File: config.mk
export PLATFORM = sky130hd
export DESIGN_NAME = retospect_bs_loader
export DESIGN_NICKNAME = d
export VERILOG_FILES = /design/src/rtl/retospect_bs_loader_pkg.sv /design/src/rtl/retospect_bs_loader_deser.sv /design/src/rtl/retospect_bs_loader.sv
export SDC_FILE = /design/constraint.sdc
export NUM_CORES = 1
export LEC_CHECK = 0
export CORE_UTILIZATION = 50
export DETAILED_ROUTE_END_ITERATION = 7
export PLACE_DENSITY_LB_ADDON = 0.2
export SLEW_MARGIN = 15
export SYNTH_ARGS = -nofsm -noshare
export SYNTH_HDL_FRONTEND = slang
export SYNTH_SLANG_ARGS = --single-unit
File: constraint.sdc
create_clock -name clk -period 6.35 [get_ports clk]
set_input_delay 1.27 -clock clk [delete_from_list [all_inputs] [get_ports clk]]
set_output_delay 1.27 -clock clk [all_outputs]
set_load 0.05 [all_outputs]
File: src/rtl/retospect_bs_loader_pkg.sv
// Shared definitions for the neurochip configuration chain loader.
//   CHAIN_BITS_CLOCKBOX / CHAIN_BITS_CELL : bit counts of the chain segments
//   chain_len(x, y)                       : total chain bits for an x*y array
//   state_e                               : loader controller states
package retospect_pkg;

    localparam int CHAIN_BITS_CLOCKBOX = 48;
    localparam int CHAIN_BITS_CELL     = 21;

    typedef enum logic [1:0] {
        IDLE  = 2'd0,
        LOAD  = 2'd1,
        FLUSH = 2'd2
    } state_e;

    function automatic int chain_len(input int x, input int y);
        return CHAIN_BITS_CLOCKBOX + x * y * CHAIN_BITS_CELL;
    endfunction

endpackage

File: src/rtl/retospect_bs_loader_deser.sv
// Readback byte assembler for bits returning from the chain tail.
//   i_sample_en : capture i_bit_in this edge
//   i_bit_in    : returning serial bit (first bit ends up in o_byte[0])
//   i_flush     : last sample of the load; emit any partial byte right-justified
//   i_clear     : drop everything, no output
//   o_byte      : assembled byte
//   o_valid     : one-cycle pulse, o_byte valid
module retospect_bs_deser (
    input  logic       clk,
    input  logic       rst_n,
    input  logic       i_sample_en,
    input  logic       i_bit_in,
    input  logic       i_flush,
    input  logic       i_clear,
    output logic [7:0] o_byte,
    output logic       o_valid
);

    logic [7:0] r_sr;
    logic [3:0] r_cnt;
    logic [7:0] r_byte;
    logic       r_valid;
    logic [7:0] w_sr_nxt;
    logic [3:0] w_cnt_nxt;

    // New bits enter at the MSB so after 8 samples the first one sits at bit 0.
    assign w_sr_nxt  = i_sample_en ? {i_bit_in, r_sr[7:1]} : r_sr;
    assign w_cnt_nxt = r_cnt + 4'(i_sample_en);

    always_ff @(posedge clk or negedge rst_n) begin
        if (!rst_n) begin
            r_sr    <= '0;
            r_cnt   <= '0;
            r_byte  <= '0;
            r_valid <= 1'b0;
        end else if (i_clear) begin
            r_sr    <= '0;
            r_cnt   <= '0;
            r_byte  <= '0;
            r_valid <= 1'b0;
        end else begin
            r_valid <= 1'b0;
            if (w_cnt_nxt == 4'd8) begin
                r_byte  <= w_sr_nxt;
                r_valid <= 1'b1;
                r_sr    <= '0;
                r_cnt   <= '0;
            end else if (i_flush) begin
                // Partial byte: its n bits sit in the top of the shifter.
                if (w_cnt_nxt != 4'd0) begin
                    r_byte  <= w_sr_nxt >> (4'd8 - w_cnt_nxt);
                    r_valid <= 1'b1;
                end
                r_sr  <= '0;
                r_cnt <= '0;
            end else begin
                r_sr  <= w_sr_nxt;
                r_cnt <= w_cnt_nxt;
            end
        end
    end

    assign o_byte  = r_byte;
    assign o_valid = r_valid;

endmodule

File: src/rtl/retospect_bs_loader.sv
// Serial configuration writer for the neurochip config chain.
// Bytes arrive on a valid/ready stream and are shifted LSB-first onto
// config_en/bs_in; bits returning on bs_ret are reassembled into rb_data.
//   clk, rst_n          : clock, async active-low reset
//   start, abort        : one-cycle control pulses
//   in_data/valid/ready : configuration byte stream
//   rb_data, rb_valid   : readback bytes (no backpressure)
//   config_en, bs_in    : registered chain drive
//   bs_ret              : chain tail
//   busy, done          : load status
//
// state | meaning
// IDLE  | waiting for start, chain untouched
// LOAD  | shifting bits, counter > 0
// FLUSH | last config_en=1 on the chain, final readback sample
module retospect_bs_loader
    import retospect_pkg::*;
#(
    parameter int CHAIN_LEN = chain_len(5, 5)
) (
    input  logic       clk,
    input  logic       rst_n,
    input  logic       start,
    input  logic       abort,
    input  logic [7:0] in_data,
    input  logic       in_valid,
    output logic       in_ready,
    output logic [7:0] rb_data,
    output logic       rb_valid,
    output logic       config_en,
    output logic       bs_in,
    input  logic       bs_ret,
    output logic       busy,
    output logic       done
);

    localparam int CNT_W = $clog2(CHAIN_LEN + 1);

    state_e           r_state;
    state_e           w_state_nxt;
    logic [CNT_W-1:0] r_bit_cnt;
    logic [7:0]       r_sh_data;
    logic [3:0]       r_sh_cnt;
    logic [7:0]       r_hold_data;
    logic             r_hold_full;
    logic             r_config_en;
    logic             r_bs_in;
    logic             r_done;

    logic             w_load;
    logic             w_xfer;
    logic [7:0]       w_cur_data;
    logic             w_shift;
    logic             w_last;
    logic             w_ready;
    logic             w_accept;

    // Hold register refills an empty shift buffer in the same cycle it is
    // shifted, which keeps the stream gap-free at 1 bit/cycle.
    assign w_load     = (r_state == LOAD);
    assign w_xfer     = w_load && (r_sh_cnt == 4'd0) && r_hold_full;
    assign w_cur_data = w_xfer ? r_hold_data : r_sh_data;
    assign w_shift    = w_load && (w_xfer || (r_sh_cnt != 4'd0)) && (r_bit_cnt != '0);
    assign w_last     = w_shift && (r_bit_cnt == CNT_W'(1));
    assign w_ready    = w_load && (!r_hold_full || w_xfer) && !w_last;
    assign w_accept   = in_valid && w_ready && !abort;

    always_ff @(posedge clk or negedge rst_n) begin
        if (!rst_n) begin
            r_state <= IDLE;
        end else begin
            r_state <= w_state_nxt;
        end
    end

    always_comb begin
        w_state_nxt = r_state;
        if (abort) begin
            w_state_nxt = IDLE;
        end else begin
            case (r_state)
                IDLE:    if (start) w_state_nxt = LOAD;
                LOAD:    if (w_last) w_state_nxt = FLUSH;
                FLUSH:   w_state_nxt = IDLE;
                default: w_state_nxt = IDLE;
            endcase
        end
    end

    always_comb begin
        in_ready = w_ready;
        busy     = (r_state != IDLE);
    end

    always_ff @(posedge clk or negedge rst_n) begin
        if (!rst_n) begin
            r_bit_cnt   <= '0;
            r_sh_data   <= '0;
            r_sh_cnt    <= '0;
            r_hold_data <= '0;
            r_hold_full <= 1'b0;
            r_config_en <= 1'b0;
            r_bs_in     <= 1'b0;
            r_done      <= 1'b0;
        end else if (abort) begin
            r_bit_cnt   <= '0;
            r_sh_data   <= '0;
            r_sh_cnt    <= '0;
            r_hold_data <= '0;
            r_hold_full <= 1'b0;
            r_config_en <= 1'b0;
            r_bs_in     <= 1'b0;
            r_done      <= 1'b0;
        end else begin
            r_config_en <= w_shift;
            r_done      <= (r_state == FLUSH);
            if (w_shift) begin
                r_bs_in   <= w_cur_data[0];
                r_sh_data <= w_cur_data >> 1;
                r_sh_cnt  <= (w_xfer ? 4'd8 : r_sh_cnt) - 4'd1;
                r_bit_cnt <= r_bit_cnt - CNT_W'(1);
            end
            if (w_accept) begin
                r_hold_data <= in_data;
                r_hold_full <= 1'b1;
            end else if (w_xfer) begin
                r_hold_full <= 1'b0;
            end
            // Outside LOAD, and once the last bit is taken, leftovers are dropped.
            if (!w_load || w_last) begin
                r_sh_cnt    <= '0;
                r_hold_full <= 1'b0;
            end
            if ((r_state == IDLE) && start) begin
                r_bit_cnt <= CNT_W'(CHAIN_LEN);
            end
        end
    end

    retospect_bs_deser u_deser (
        .clk         (clk),
        .rst_n       (rst_n),
        .i_sample_en (r_config_en),
        .i_bit_in    (bs_ret),
        .i_flush     (r_state == FLUSH),
        .i_clear     (abort),
        .o_byte      (rb_data),
        .o_valid     (rb_valid)
    );

    assign config_en = r_config_en;
    assign bs_in     = r_bs_in;
    assign done      = r_done;

endmodule
==> impl_metrics.yaml, run 1 <==
sta:
  final.setup_skew_ps: 12.32
  fin_crit_sh_pct: 60.64
  max_slew_margin_pct: 42.18
  period_minus_slack_ps: 3850
  fmax_mhz: 259.7
  setup_viol: 0
  setup_tns_ps: 0
  slew_viol_final: 0
  holdWs_ps: 528.3
  worst_pin_slew_ps: 867.2
  hold_viol_final: 0
  grt_setup_unrepaired: "no"
  setup_slack_ps: 2500
floorplan:
  core_um2: 5886
  die-area_um2: 6412
  io_pins: 28
  die_w_um: 80.08
  die_y_um: 80.08
  fp-row-count: 28
  initial_core_util_pct: 51.79
critical_path:
  end_kind: "primary output"
  cp_max_fo: 5
  critPathKind: "flip-flop to primary output"
  worstPathRequired_ps: 5080
  critPathArrivalTime_ps: 2580
  startpoint_type: "flip-flop"
grt:
  grt_pass1_wl_um: 10250
  antenna_found_initial: 0
  grt_usage_pct: 20.74
  overflow: 0
  grt_max_degree: 57
  grt_pass1_vias: 2203
synth:
  avgSynthCellArea_um2: 9.993
  synth_most_common_cell: "dfrtp_1"
  yosys_register_bits: 56
  netlist_area_um2: 3048
  yosysTopAreaCellShare_pct: 45.98
  synth_enable_flop_cells: 0
  synthArstFlopShare_pct: 100.0
  yosysSeqAreaShare_pct: 45.98
  synth_area_leaders: "dfrtp_1 46%, mux2i_1 9.2%, nor2_1 5.4%"
  synth_fp_nets: 325
  synth_cell_types: 47
  synth_commonest_cells: "56 x dfrtp_1, 44 x nor2_1, 28 x mux2i_1, 21 x nand2_1, 18 x a21oi_1"
  yosys_most_used_dff: "dfrtp_1"
  synth_warnings: 0
  yosysTopAreaCell: "dfrtp_1"
  synthCells: 305
detailed_routing:
  drt-pass1-iter-count: 4
  avgViaCountPerCell: 5.637
  vias: 2283
  drc: 0
  drt_wl_total_um: 5847
  routedWlPerCell_um: 14.44
  ant_nets: 0
  drt_iter0_drc: 86
cts:
  cts_buffers: 5
  cts_setup_buffers: 0
  cts.sinks: 56
  cts_buffer_depth: 2
  cts_hold_buf: 0
  clkLatencyLatePin_ps: 310
  clk_pin_slew_ps: 100
  cts_tree: "built"
  cts_max_level: 2
  cts.repair.resized: 0
  cts-root-buf: "clkbuf_8"
hold_path:
  holdCritPathClass: "flip-flop to flip-flop"
final_layout:
  syn_to_final_growth_pct: 12.77
  fin_nets: 349
  drive_gt1_share_pct: 8.788
  diodes: 0
  n_fill_cell: 539
power_and_ir_drop:
  power_leakage_nw: 1.430
  power_density_nw_per_um2: 195.2
  peakVddDrop_v: 0.0001552
outcome:
  status: "complete, no violations"
place:
  dp_hpwl_um: 4078
  post-place-ws_ps: 2856
  place.port_buffers: 27
  gp_congestion: 0.8181
job:
  maxCapViolCount: 0
-- cell type report --
class | count | area [µm²] | area share, %
tap | 75 | 93.84 | 2.730
inverter | 10 | 37.54 | 1.092
clock buffer | 6 | 72.57 | 2.111
multi-input combinational | 226 | 1528 | 44.45
clock inverter | 2 | 16.27 | 0.4732
timing repair buffer | 30 | 287.8 | 8.373
sequential | 56 | 1401 | 40.77
-- cell usage in the layout, fill, tap and decap left out, drive strengths merged, types with 3 or more instances in the layout --
| cell | synthesis | layout |
|---|---|---|
| inv | 10 | 10 |
| nand2b | 4 | 4 |
| buf | 10 | 4 |
| o21ai | 13 | 13 |
| nor2 | 44 | 44 |
| a211oi | 11 | 11 |
| nor4 | 3 | 3 |
| ha | 6 | 6 |
| clkbuf | 3 | 6 |
| nand3 | 7 | 7 |
| clkdlybuf4s50 | 0 | 26 |
| o22ai | 3 | 3 |
| xnor2 | 7 | 7 |
| nor2b | 7 | 7 |
| nor3 | 13 | 13 |
| and2 | 4 | 4 |
| mux2 | 6 | 6 |
| nand2 | 22 | 22 |
| mux2i | 28 | 28 |
| a21oi | 18 | 18 |
| nand4 | 4 | 4 |
| xor2 | 7 | 7 |
| a221o | 3 | 3 |
| dfrtp | 56 | 56 |
-- per-stage QoR --
| stage | cells | total power, mW | util [%] | cell area (µm²) |
|---|---|---|---|---|
| after floorplan | 305 | 0.4509 | - | 3048 |
| after global placement | 397 | 0.4807 | 56.89 | 3348 |
| after detailed placement | 397 | 0.4827 | 56.89 | 3348 |
| after CTS | 405 | 0.6779 | 58.40 | 3437 |
| after global routing | 405 | 0.7045 | 58.40 | 3437 |
| final | 405 | 0.6707 | 58.40 | 3437 |
-- power by group --
group	switching [mW]	internal [mW]
Combinational	0.0602	0.0373
Sequential	0.0104	0.367
Clock	0.117	0.0788
Total	0.187	0.483
-- critical path, cell delays in order, from the launching register on --
cell             delay (ps)
dfrtp_1                 440
inv_1                    70
ha_1                    240
nor2b_1                 160
nand4_1                 130
maj3_2                  370
and2_1                  170
clkdlybuf4s50_1         690
-- sequential cells by signal (all words and copies together), names as in the netlist, 2 cells and up --
register,cells
r_bit_cnt,10
r_sh_cnt,4
u_deser.o_byte,8
u_deser.r_cnt,4
r_hold_data,8
r_sh_data,7
r_state,2
u_deser.r_sr,8
-- cells by family (layout without fill, tap and decap cells) --
logic type | Yosys count | count (layout) | share of synthesized area [%]
xor gates and xnor gates | 14 | 14 | 4.516
buffers and inverters | 23 | 48 | 3.900
and+or+nand+nor | 114 | 114 | 19.17
adders and majority gates | 7 | 7 | 2.832
muxes | 34 | 34 | 11.41
DFF | 56 | 56 | 45.98
AOI/OAI and AO/OA | 57 | 57 | 12.19
-- worst paths after layout --
kind	startpoint	to	slack (ps)	depth (start not counted)
setup / recovery	r_bit_cnt[0]	in_ready	2500	7
min in group asynchronous	rst_n	r_sh_cnt[0]	1070	2
setup reg to reg	config_en	u_deser.o_byte[3]	3170	7
hold / removal	r_hold_data[3]	r_hold_data[3]	530	2
max in group asynchronous	rst_n	u_deser.o_byte[0]	4800	2
hold reg to reg	r_hold_data[3]	r_hold_data[3]	530	2
-- routing by layer --
layer / wire length [µm] / vias up / GRT usage (%) / part of all wire, %
met1: 2799 / 1111 / 27.53 / 48
li1: - / 1127 / - / -
met4: 76 / 0 / 6.071 / 1.3
met5: 0 / - / 0 / 0
met2: 2775 / 35 / 34.36 / 47
met3: 195 / 10 / 4.091 / 3.3
Power figures use the tool's default switching activity.
==> run 2, diff against run 1 <==
Clock period 6.35 ns to 3.5 ns, I/O delays scaled along.
==> run 2 against run 1 <==
  * Sequential power grew 81%
  * Largest power group unchanged
  * Critical endpoint unchanged
  * Utilization grew 0.30 points
  * Critical path depth is the same
  * Total power grew 83%
==> impl_metrics.yaml, run 2 (same netlist as run 1, synthesis figures left out) <==
outcome:
  status: "complete, no violations"
detailed_routing:
  ant_nets: 0
  drt-pass1-iter-count: 4
  drt_wl_total_um: 5911
  routedWlPerCell_um: 14.52
  drc: 0
  vias: 2247
  avgViaCountPerCell: 5.521
  drt_iter0_drc: 62
sta:
  setup_tns_ps: 0
  slew_viol_final: 0
  max_slew_margin_pct: 32.92
  final.setup_skew_ps: 12.03
  fmax_mhz: 306.1
  fin_crit_sh_pct: 93.34
  period_minus_slack_ps: 3267
  hold_viol_final: 0
  worst_pin_slew_ps: 1006
  grt_setup_unrepaired: "no"
  setup_viol: 0
  setup_slack_ps: 233.3
cts:
  cts.sinks: 56
  cts.repair.resized: 0
  cts_buffers: 5
  cts_max_level: 2
  cts_buffer_depth: 2
  cts_setup_buffers: 0
  clkLatencyLatePin_ps: 310
  cts_tree: "built"
  cts_hold_buf: 0
  clk_pin_slew_ps: 100
  cts-root-buf: "clkbuf_8"
critical_path:
  cp_max_fo: 5
  critPathKind: "flip-flop to primary output"
  end_kind: "primary output"
  worstPathRequired_ps: 2800
  critPathArrivalTime_ps: 2570
  startpoint_type: "flip-flop"
grt:
  overflow: 0
  grt_pass1_vias: 2216
  grt_max_degree: 47
  grt_usage_pct: 20.46
  antenna_found_initial: 0
  grt_pass1_wl_um: 10180
floorplan:
  core_um2: 5886
  initial_core_util_pct: 51.79
  die-area_um2: 6412
  die_w_um: 80.08
  fp-row-count: 28
  die_y_um: 80.08
  io_pins: 28
final_layout:
  final_cell_mix: "56 x dfrtp_1, 44 x nor2_1, 28 x mux2i_1, 26 x clkdlybuf4s50_1, 21 x nand2_1"
  diodes: 0
  final_common_cell: "dfrtp_1"
  fin_nets: 351
  final_cell_count_no_fill: 407
  regMostFlops: "r_bit_cnt"
  finish.utilization_pct: 58.69
  syn_to_final_growth_pct: 13.34
  n_fill_cell: 543
  largest_register_ffs: 10
  drive_gt1_share_pct: 9.639
hold_path:
  holdCritPathClass: "flip-flop to flip-flop"
power_and_ir_drop:
  power_leakage_nw: 1.448
  peakVddDrop_v: 0.0002601
  power_density_nw_per_um2: 355.2
  finalPower_mw: 1.227
job:
  maxCapViolCount: 0
place:
  dp_hpwl_um: 4276
  gp_congestion: 0.8227
  place.port_buffers: 27
  post-place-ws_ps: 579.0
  dp.cells: 399
## run 2: changes by cell type in the layout (fill, tap and decap cells not counted), sizes merged
cell | previous run | this run
clkbuf | 6 | 5
clkinv | 1 | 2
clkinvlp | 1 | 0
inv | 10 | 11
buf | 4 | 6
## run 2: power breakdown
group	switching, mW	internal (mW)
clock network	0.219	0.144
registers	0.0170	0.666
logic	0.112	0.0685
## run 2: cell type report
class | count | area (µm²) | area share, %
Sequential cell | 56 | 1401 | 40.56
Inverter | 10 | 37.54 | 1.087
Multi-Input combinational cell | 226 | 1528 | 44.22
Timing Repair Buffer | 32 | 302.8 | 8.765
Clock inverter | 3 | 22.52 | 0.6519
Tap cell | 75 | 93.84 | 2.716
Clock buffer | 5 | 68.82 | 1.992
## run 2: final timing paths
| check | from | endpoint | slack (ps) | depth (start not counted) |
|---|---|---|---|---|
| max | r_bit_cnt[0] | in_ready | 230 | 7 |
| min | u_deser.o_byte[0] | u_deser.o_byte[0] | 530 | 1 |
| max reg2reg | config_en | u_deser.o_byte[3] | 870 | 7 |
| min reg2reg | u_deser.o_byte[0] | u_deser.o_byte[0] | 530 | 1 |
| max in group asynchronous | rst_n | u_deser.o_byte[3] | 2200 | 2 |
| min in group asynchronous | rst_n | r_bit_cnt[3] | 550 | 1 |
## run 2: metrics by stage
step	area [µm²]	hold WS (ps)
final	3455	525.8
after global routing	3455	551.7
after CTS	3455	526.7
after detailed placement	3363	503.8
after global placement	3363	497.4
after floorplan	3048	404.4
## run 2: per-layer routing
| layer | vias up | track usage, % | part of all wire [%] |
|---|---|---|---|
| met5 | - | 0 | 0 |
| met4 | 0 | 6.429 | 1.5 |
| met3 | 7 | 3.182 | 3.0 |
| met2 | 40 | 35.13 | 49 |
| met1 | 1076 | 26.43 | 47 |
| li1 | 1124 | - | - |
## run 2: critical path, cell delays in order, from the launching register on
cell	delay (ps)
dfrtp_1	450
inv_1	70
ha_1	240
nor2b_1	160
nand4_1	120
maj3_2	360
and2_1	170
clkdlybuf4s50_1	700
